--- config.mk ---
export PLATFORM = sky130hd
export DESIGN_NAME = butterfly_dit_flat
export DESIGN_NICKNAME = d
export VERILOG_FILES = /design/src/rtl/fft_pkg.sv /design/src/rtl/butterfly_dit_if.sv /design/src/rtl/fft_cmul.sv /design/src/rtl/butterfly_dit.sv /design/src/flat_wrapper.sv
export SDC_FILE = /design/constraint.sdc
export NUM_CORES = 2
export LEC_CHECK = 0
export BUFFER_PORTS_ARGS = -buffer_cell sky130_fd_sc_hd__clkbuf_2
export CORE_UTILIZATION = 40
export DETAILED_ROUTE_END_ITERATION = 7
export PLACE_DENSITY = 0.6
export SYNTH_ARGS = -nofsm -noshare
export SYNTH_HDL_FRONTEND = slang
export SYNTH_SLANG_ARGS = --single-unit
--- constraint.sdc ---
create_clock -name clk -period 0.95 [get_ports clk]
set_input_delay 0.1425 -clock clk [delete_from_list [all_inputs] [get_ports clk]]
set_output_delay 0.1425 -clock clk [all_outputs]
set_load 0.01 [all_outputs]
--- src/rtl/fft_pkg.sv ---
// rtl/fft_pkg.sv - Shared FFT defaults, narrowing helpers and N=16 twiddle constants.
package fft_pkg;

    localparam int DEF_DATA_WIDTH = 16;
    localparam int DEF_Q          = 8;
    localparam int TW_N           = 16;

    // W^k = exp(-j*2*pi*k/16) for k = 0..7, Q8, rounded to nearest
    localparam logic signed [DEF_DATA_WIDTH-1:0] TW_R [TW_N/2] = '{
        16'sd256, 16'sd237, 16'sd181, 16'sd98, 16'sd0, -16'sd98, -16'sd181, -16'sd237
    };
    localparam logic signed [DEF_DATA_WIDTH-1:0] TW_I [TW_N/2] = '{
        16'sd0, -16'sd98, -16'sd181, -16'sd237, -16'sd256, -16'sd237, -16'sd181, -16'sd98
    };

    // Clamp a signed value into the range of a width-bit two's-complement word.
    function automatic logic signed [63:0] sat_narrow(input logic signed [63:0] x,
                                                      input int width);
        logic signed [63:0] hi;
        logic signed [63:0] lo;
        hi = (64'sd1 <<< (width - 1)) - 64'sd1;
        lo = -hi - 64'sd1;
        if (x > hi)
            return hi;
        else if (x < lo)
            return lo;
        else
            return x;
    endfunction

    // Keep the low width bits and re-sign-extend them (two's-complement wrap).
    function automatic logic signed [63:0] wrap_narrow(input logic signed [63:0] x,
                                                       input int width);
        return (x <<< (64 - width)) >>> (64 - width);
    endfunction

endpackage

--- src/rtl/butterfly_dit_if.sv ---
// rtl/butterfly_dit_if.sv - Operand/result bundle of the radix-2 DIT butterfly.
interface butterfly_dit_if #(
    parameter int DATA_WIDTH = fft_pkg::DEF_DATA_WIDTH
);
    logic                         in_valid;
    logic signed [DATA_WIDTH-1:0] in1_r;
    logic signed [DATA_WIDTH-1:0] in1_i;
    logic signed [DATA_WIDTH-1:0] in2_r;
    logic signed [DATA_WIDTH-1:0] in2_i;
    logic signed [DATA_WIDTH-1:0] w_r;
    logic signed [DATA_WIDTH-1:0] w_i;
    logic signed [DATA_WIDTH-1:0] out1_r;
    logic signed [DATA_WIDTH-1:0] out1_i;
    logic signed [DATA_WIDTH-1:0] out2_r;
    logic signed [DATA_WIDTH-1:0] out2_i;
    logic                         out_valid;

    modport master (
        output in_valid, in1_r, in1_i, in2_r, in2_i, w_r, w_i,
        input  out1_r, out1_i, out2_r, out2_i, out_valid
    );

    modport slave (
        input  in_valid, in1_r, in1_i, in2_r, in2_i, w_r, w_i,
        output out1_r, out1_i, out2_r, out2_i, out_valid
    );
endinterface

--- src/rtl/fft_cmul.sv ---
// rtl/fft_cmul.sv - Combinational complex multiply by twiddle, floor-scaled by 2**Q.
// BUTTERFLY_SAT_EN saturates the scaled product instead of wrapping it.
module fft_cmul
    import fft_pkg::*;
#(
    parameter int DATA_WIDTH = DEF_DATA_WIDTH,
    parameter int Q          = DEF_Q
) (
    input  logic signed [DATA_WIDTH-1:0] a_r,
    input  logic signed [DATA_WIDTH-1:0] a_i,
    input  logic signed [DATA_WIDTH-1:0] w_r,
    input  logic signed [DATA_WIDTH-1:0] w_i,
    output logic signed [DATA_WIDTH:0]   t_r,
    output logic signed [DATA_WIDTH:0]   t_i
);
    localparam int PW = 2 * DATA_WIDTH + 1;

    logic signed [PW-1:0] pr;
    logic signed [PW-1:0] pi;

    // Exact products: operands sign-extended to the full product width first
    assign pr = PW'(a_r) * PW'(w_r) - PW'(a_i) * PW'(w_i);
    assign pi = PW'(a_r) * PW'(w_i) + PW'(a_i) * PW'(w_r);

`ifdef BUTTERFLY_SAT_EN
    assign t_r = (DATA_WIDTH + 1)'(sat_narrow(64'(pr >>> Q), DATA_WIDTH + 1));
    assign t_i = (DATA_WIDTH + 1)'(sat_narrow(64'(pi >>> Q), DATA_WIDTH + 1));
`else
    assign t_r = (DATA_WIDTH + 1)'(wrap_narrow(64'(pr >>> Q), DATA_WIDTH + 1));
    assign t_i = (DATA_WIDTH + 1)'(wrap_narrow(64'(pi >>> Q), DATA_WIDTH + 1));
`endif

endmodule

--- src/rtl/butterfly_dit.sv ---
// rtl/butterfly_dit.sv - Radix-2 DIT butterfly, one registered stage with valid flag.
// BUTTERFLY_SAT_EN selects saturating narrowing of the outputs (default: wrap).
module butterfly_dit
    import fft_pkg::*;
#(
    parameter int DATA_WIDTH = DEF_DATA_WIDTH,
    parameter int Q          = DEF_Q
) (
    input  logic          clk,
    input  logic          rst_n,
    butterfly_dit_if.slave bus
);
    localparam int DW = DATA_WIDTH;

    logic signed [DW:0]   t_r;
    logic signed [DW:0]   t_i;
    logic signed [DW+1:0] s1_r;
    logic signed [DW+1:0] s1_i;
    logic signed [DW+1:0] s2_r;
    logic signed [DW+1:0] s2_i;

    logic signed [DW-1:0] out1_r_q;
    logic signed [DW-1:0] out1_i_q;
    logic signed [DW-1:0] out2_r_q;
    logic signed [DW-1:0] out2_i_q;
    logic                 out_valid_q;

    fft_cmul #(
        .DATA_WIDTH (DW),
        .Q          (Q)
    ) u_cmul (
        .a_r (bus.in2_r),
        .a_i (bus.in2_i),
        .w_r (bus.w_r),
        .w_i (bus.w_i),
        .t_r (t_r),
        .t_i (t_i)
    );

    // Two guard bits: neither sum nor difference can overflow before narrowing
    assign s1_r = (DW + 2)'(bus.in1_r) + (DW + 2)'(t_r);
    assign s1_i = (DW + 2)'(bus.in1_i) + (DW + 2)'(t_i);
    assign s2_r = (DW + 2)'(bus.in1_r) - (DW + 2)'(t_r);
    assign s2_i = (DW + 2)'(bus.in1_i) - (DW + 2)'(t_i);

    function automatic logic signed [DW-1:0] narrow(input logic signed [DW+1:0] x);
`ifdef BUTTERFLY_SAT_EN
        return DW'(sat_narrow(64'(x), DW));
`else
        return DW'(wrap_narrow(64'(x), DW));
`endif
    endfunction

    always_ff @(posedge clk or negedge rst_n) begin
        if (!rst_n) begin
            out1_r_q    <= '0;
            out1_i_q    <= '0;
            out2_r_q    <= '0;
            out2_i_q    <= '0;
            out_valid_q <= 1'b0;
        end else begin
            out_valid_q <= bus.in_valid;
            if (bus.in_valid) begin
                out1_r_q <= narrow(s1_r);
                out1_i_q <= narrow(s1_i);
                out2_r_q <= narrow(s2_r);
                out2_i_q <= narrow(s2_i);
            end
        end
    end

    assign bus.out1_r    = out1_r_q;
    assign bus.out1_i    = out1_i_q;
    assign bus.out2_r    = out2_r_q;
    assign bus.out2_i    = out2_i_q;
    assign bus.out_valid = out_valid_q;

endmodule

--- src/flat_wrapper.sv ---
// flat-port wrapper written by rule: the top's interface ports become plain ports
module butterfly_dit_flat import fft_pkg::*;
#(
    parameter int DATA_WIDTH = DEF_DATA_WIDTH,
    parameter int Q          = DEF_Q
)
  (clk, rst_n, bus_in_valid, bus_in1_r, bus_in1_i, bus_in2_r, bus_in2_i, bus_w_r, bus_w_i, bus_out1_r, bus_out1_i, bus_out2_r, bus_out2_i, bus_out_valid);
  butterfly_dit_if #(.DATA_WIDTH(DATA_WIDTH)) bus_i ();
  input  logic clk;
  input  logic rst_n;
  input wire logic [$bits(bus_i.in_valid)-1:0] bus_in_valid;
  input wire logic [$bits(bus_i.in1_r)-1:0] bus_in1_r;
  input wire logic [$bits(bus_i.in1_i)-1:0] bus_in1_i;
  input wire logic [$bits(bus_i.in2_r)-1:0] bus_in2_r;
  input wire logic [$bits(bus_i.in2_i)-1:0] bus_in2_i;
  input wire logic [$bits(bus_i.w_r)-1:0] bus_w_r;
  input wire logic [$bits(bus_i.w_i)-1:0] bus_w_i;
  output wire logic [$bits(bus_i.out1_r)-1:0] bus_out1_r;
  output wire logic [$bits(bus_i.out1_i)-1:0] bus_out1_i;
  output wire logic [$bits(bus_i.out2_r)-1:0] bus_out2_r;
  output wire logic [$bits(bus_i.out2_i)-1:0] bus_out2_i;
  output wire logic [$bits(bus_i.out_valid)-1:0] bus_out_valid;
  assign bus_i.in_valid = bus_in_valid;
  assign bus_i.in1_r = bus_in1_r;
  assign bus_i.in1_i = bus_in1_i;
  assign bus_i.in2_r = bus_in2_r;
  assign bus_i.in2_i = bus_in2_i;
  assign bus_i.w_r = bus_w_r;
  assign bus_i.w_i = bus_w_i;
  assign bus_out1_r = bus_i.out1_r;
  assign bus_out1_i = bus_i.out1_i;
  assign bus_out2_r = bus_i.out2_r;
  assign bus_out2_i = bus_i.out2_i;
  assign bus_out_valid = bus_i.out_valid;
  butterfly_dit #(.DATA_WIDTH(DATA_WIDTH), .Q(Q)) u_core (.clk(clk), .rst_n(rst_n), .bus(bus_i));
endmodule
Word level (Yosys, flattened, before mapping)
Cells that the tools add are included.
{"block": "totals", "ff_bits": 65, "latch_bits": 0, "mem_bits_rw": 0, "rom_bits": 0, "inputBits": 99, "output_inout_bits": 65, "word_cells": 15, "mem_count": 0}
{"block": "classes", "n_addsub": 6, "multipliers": 4, "div": 0, "n_lt_le_gt_ge": 0, "n_eq_ne": 0, "n_shift": 0, "muxes": 0, "n_bitwise": 0, "n_reduce_logical": 0}
{"operator": "$mul A16 B16 Y24", "n": 4}
{"operator": "$add A16 B16 Y16", "n": 2}
{"operator": "$sub A16 B16 Y16", "n": 2}
{"operator": "$add A24 B24 Y24", "n": 1}
{"operator": "$sub A24 B24 Y24", "n": 1}

Depth between registers and ports, before layout
{"block": "depth", "ltp_word": 3, "mapped_depth": 38, "mapped_depth_nobuf": 35}

Cells and area by module
A second synthesis with hierarchy kept.
{"block": "hier_totals", "cells_unflattened": 4198, "hier_area_um2": 37724.9}
{"module": "fft_cmul", "instances": 1, "cells_per_inst": 3561, "area_each_um2": 32187.1}
{"module": "butterfly_dit", "instances": 1, "cells_per_inst": 637, "area_each_um2": 5537.8}

Worst setup path before layout
Ideal clock, no wire load.
{"block": "synth_timing", "kind": "input port to flip-flop", "from": "input port bus_in2_r[9]", "to": "register u_core.out1_r_q[15] (netlist: u_core.bus.out1_r[15])", "setup_time_ns": 0.125, "arrival_ns": 8.141, "setup_slack_ns": -7.315, "stages": 37, "path_cell_list": "clkbuf_1 clkbuf_1 nand2_1 fa_1 inv_1 fa_1 inv_1 fa_1 inv_1 ha_1 inv_1 fa_1 inv_1 fa_1 fa_1 inv_1 fa_1 inv_1 ha_1 a21o_1 a21oi_1 nand2_1 o21a_1 and2_1 nor2_1 o21bai_1 xor2_1 ha_1 clkbuf_1 and3_1 a211oi_1 o21bai_1 a21oi_1 o21ai_0 a31o_1 xor2_1 mux2_2"}
{"block": "synth_between", "elab_chain_len": 3}
{"item": "start: declaration", "line_no": "flat_wrapper.sv:14", "text": "input wire logic [$bits(bus_i.in2_r)-1:0] bus_in2_r;"}
{"item": "$mul A16 B16 Y24", "line_no": "fft_cmul.sv:22", "text": "assign pr = PW'(a_r) * PW'(w_r) - PW'(a_i) * PW'(w_i);"}
{"item": "$sub A24 B24 Y24", "line_no": "fft_cmul.sv:22"}
{"item": "$add A16 B16 Y16", "line_no": "butterfly_dit.sv:41", "text": "assign s1_r = (DW + 2)'(bus.in1_r) + (DW + 2)'(t_r);"}
{"item": "end signal: assignment", "line_no": "butterfly_dit.sv:64", "text": "out1_r_q <= narrow(s1_r);"}
{"item": "end: declaration", "line_no": "butterfly_dit.sv:22", "text": "logic signed [DW-1:0] out1_r_q;"}
No other way between the ends.
A chain may end at the register's enable or synchronous reset.

Worst setup path after layout
{"block": "layout_timing", "from": "input port bus_in2_r[5]", "to": "register u_core.out1_i_q[8] (netlist: u_core.bus.out1_i[8])"}
{"block": "layout_between", "elab_chain_len": 3}
{"item": "$mul A16 B16 Y24", "line_no": "fft_cmul.sv:23", "text": "assign pi = PW'(a_r) * PW'(w_i) + PW'(a_i) * PW'(w_r);"}
{"item": "$add A24 B24 Y24", "line_no": "fft_cmul.sv:23"}
{"item": "$add A16 B16 Y16", "line_no": "butterfly_dit.sv:42", "text": "assign s1_i = (DW + 2)'(bus.in1_i) + (DW + 2)'(t_i);"}
{"item": "end signal: assignment", "line_no": "butterfly_dit.sv:65", "text": "out1_i_q <= narrow(s1_i);"}
{"item": "end: declaration", "line_no": "butterfly_dit.sv:23", "text": "logic signed [DW-1:0] out1_i_q;"}
No other way between the ends.

==> reports/results.ini <==
[cts]
clockBufferDepth = 2
cts_tree = done
cts_root_buf = clkbuf_16
htreeDepth = 3
cts_made_buffers = 9
cts_sinks = 63
clk_pin_slew_ps = 50
clock_latency_ps = 360

[worst_setup_path]
cp.arrival_ps = 7890
worst_setup_path_end_kind = flop
cp_data_required_time_ps = 1190
cp_slowest_cell = fa_1
cp_max_fo = 6
path_class = input pin to flop
cpPeakStageDelay_ps = 570
start_kind = input pin

[drt]
drt_pass1_iterations = 5
dr.first_iter.drc_count = 1403
avgViaCountPerCell = 4.73
vias = 26800
drc = 0
wirelength_um = 101000
ant_nets = 0
wire_per_inst_um = 17.7

[cells_and_area]
nNetsFinal = 5765
area_growth_pct = 28.0
drive_above_1_share_pct = 26.2
final_cell_mix = inv_1 (938), fa_1 (814), buf_4 (544), nand2_1 (439), and2_1 (423)
final_util_pct = 51.9
final_common_cell = inv_1

[timing]
fin_ws_ps = -6700
drv_slew = 0
hold_viol_final = 0
rsz0062_at_grt = true
skew_ps = 0
slew_headroom_pct = 73.2
setup_viol = 127
min_period_ps = 7650
fin_crit_sh_pct = 805
max_freq_mhz = 131
tightest_slew_ps = 398

[die]
rows = 108
ios = 164
die_y_um = 299
coreArea_um2 = 87000
dieArea_um2 = 89400
start_util_pct = 40.5
die_x_um = 299

[synth]
yosys_register_bits = 63
ys_seq_area_share_pct = 4.47
synth_cell_types = 64
yosys_warnings = 0
synth_ff_type = dfrtp_1
syn_area_um2 = 35300
avgSynthCellArea_um2 = 9.11
async_reset_ff_share_pct = 100
synth_top_area_cell = fa_1
synth_area_leaders = fa_1 (47%), ha_1 (12%), inv_1 (10%), and2_1 (7.9%), nand2_1 (4.8%)
netlist.area_leader.share_pct = 47.2
synth_edf_count = 0
syn_inst = 3872
syn-num-nets = 5130

[run_status]
status = finished, violations left
violations = negative setup slack

[global_routing]
antenna_found_initial = 10
grt_pass1_vias = 29300
grt_overflow = 0
grt_pass1_wl_um = 162000
grt_util_all_layers_pct = 23.4
grt_max_degree = 64

[place]
portBuffers = 163
dp_hpwl_um = 86200
gp_congestion = 0.915

[job]
max_cap_viol_count = 0

[worst_hold_path]
hold_path.class = input pin to flop

[what timing repair did]
| action | CTS | global route |
|---|---|---|
| endpoints found under the hold margin | 63 | 0 |
| hold buffers | 1 | 0 |
| setup endpoints to repair | 127 | 127 |
| pin swaps | 181 | 143 |
| buffers inserted | 81 | 28 |
| gates resized for setup | 256 | 171 |
| gates cloned | 1 | 1 |
[metrics by stage]
step	cells	instance area [um2]	hold slack, ps	setup WS (ps)	setup TNS (ps)
floorplan	3872	36200	-153	-6640	-355400
global placement	5549	42000	181	-7190	-399940
detailed placement	5549	42000	182	-7300	-403870
CTS	5644	44200	161	-6610	-371700
global route	5668	45100	215	-6920	-392240
finish	5669	45100	195	-6700	-375260
[final cells by class]
cell class | count | area, um2
timing repair buffer | 817 | 6770
multi-input combinational | 2636 | 31400
sequential | 63 | 1580
tap | 1155 | 1450
clock buffer | 12 | 256
clock inverter | 3 | 42.5
fill | 8039 | 41900
inverter | 980 | 3680
antenna | 3 | 7.51
[flip-flops by register name (all words and copies together), names as in the netlist]
name / count
u_core.bus.out1_i: 16
u_core.bus.out1_r: 16
u_core.bus.out2_i: 15
u_core.bus.out2_r: 15
u_core.bus.out_valid: 1
[critical path, delay by kind of cell]
family / cells / cell delay (ps)
AOI/OAI and AO/OA: 8 / 1230
adders and majority gates: 10 / 4080
buffers and inverters: 16 / 1550
and+or+nand+nor: 3 / 340
muxes: 1 / 250
xor gates and xnor gates: 2 / 300
[synth_stat cells, drive strengths merged, types with 2 or more instances]
master and number:
nor4 2, nor2 92, xor2 39, fa 832, nand4 4, a221oi 3, a21o 22, o211ai 6
mux2 28, o31ai 5, o31a 2, dfrtp 63, nand2b 20, mux2i 2, nand3 8, a311oi 3
xnor2 144, nor4b 3, nor2b 7, a22oi 2, and4 2, buf 12, a21oi 73, nand2 451
o21ai 25, ha 327, inv 980, a31o 7, clkbuf 181, and2 448, nor3 19, o21bai 12
or3b 2, o22ai 2, o21a 3, a211oi 4, or2 2, or3 6, o2111ai 2, a31oi 9
nand3b 2, and3 4
[logic make-up after synthesis]
family                   count (synthesis)  share of synthesized area, %
buffers and inverters                 1173                          12.5
AO/OA/AOI/OAI                          189                          3.50
flip-flops                              63                          4.47
AND/OR/NAND/NOR                       1075                          15.2
adder cells (fa/ha/maj)               1159                          58.8
XOR/XNOR                               183                          4.56
multiplexers                            30                         0.951
[path summary, 6_finish.rpt]
kind / start / end / slack [ps] / cells past startpoint
max: bus_in2_r[5] / u_core.bus.out1_i[8] / -6700 / 40
min: bus_in1_i[0] / u_core.bus.out1_i[0] / 190 / 4
max reg2reg: u_core.bus.out2_i[14] / u_core.bus.out2_i[14] / -60 / 3
min reg2reg: u_core.bus.out2_r[1] / u_core.bus.out2_r[1] / 500 / 1
max in group asynchronous: rst_n / u_core.bus.out2_r[14] / 310 / 3
min in group asynchronous: rst_n / u_core.bus.out2_i[12] / 310 / 3
[layer usage]
| metal | global-route usage (%) | vias to the layer above | part of all wire, % |
|---|---|---|---|
| met5 | 0 | - | 0.084 |
| met4 | 6.10 | 14 | 2.6 |
| met3 | 4.26 | 112 | 6.6 |
| met2 | 37.9 | 711 | 47 |
| met1 | 32.3 | 13600 | 44 |
| li1 | - | 12400 | - |
Power is not shown: default switching activity piles up to over one toggle a cycle in this logic, so the estimate is an artifact.
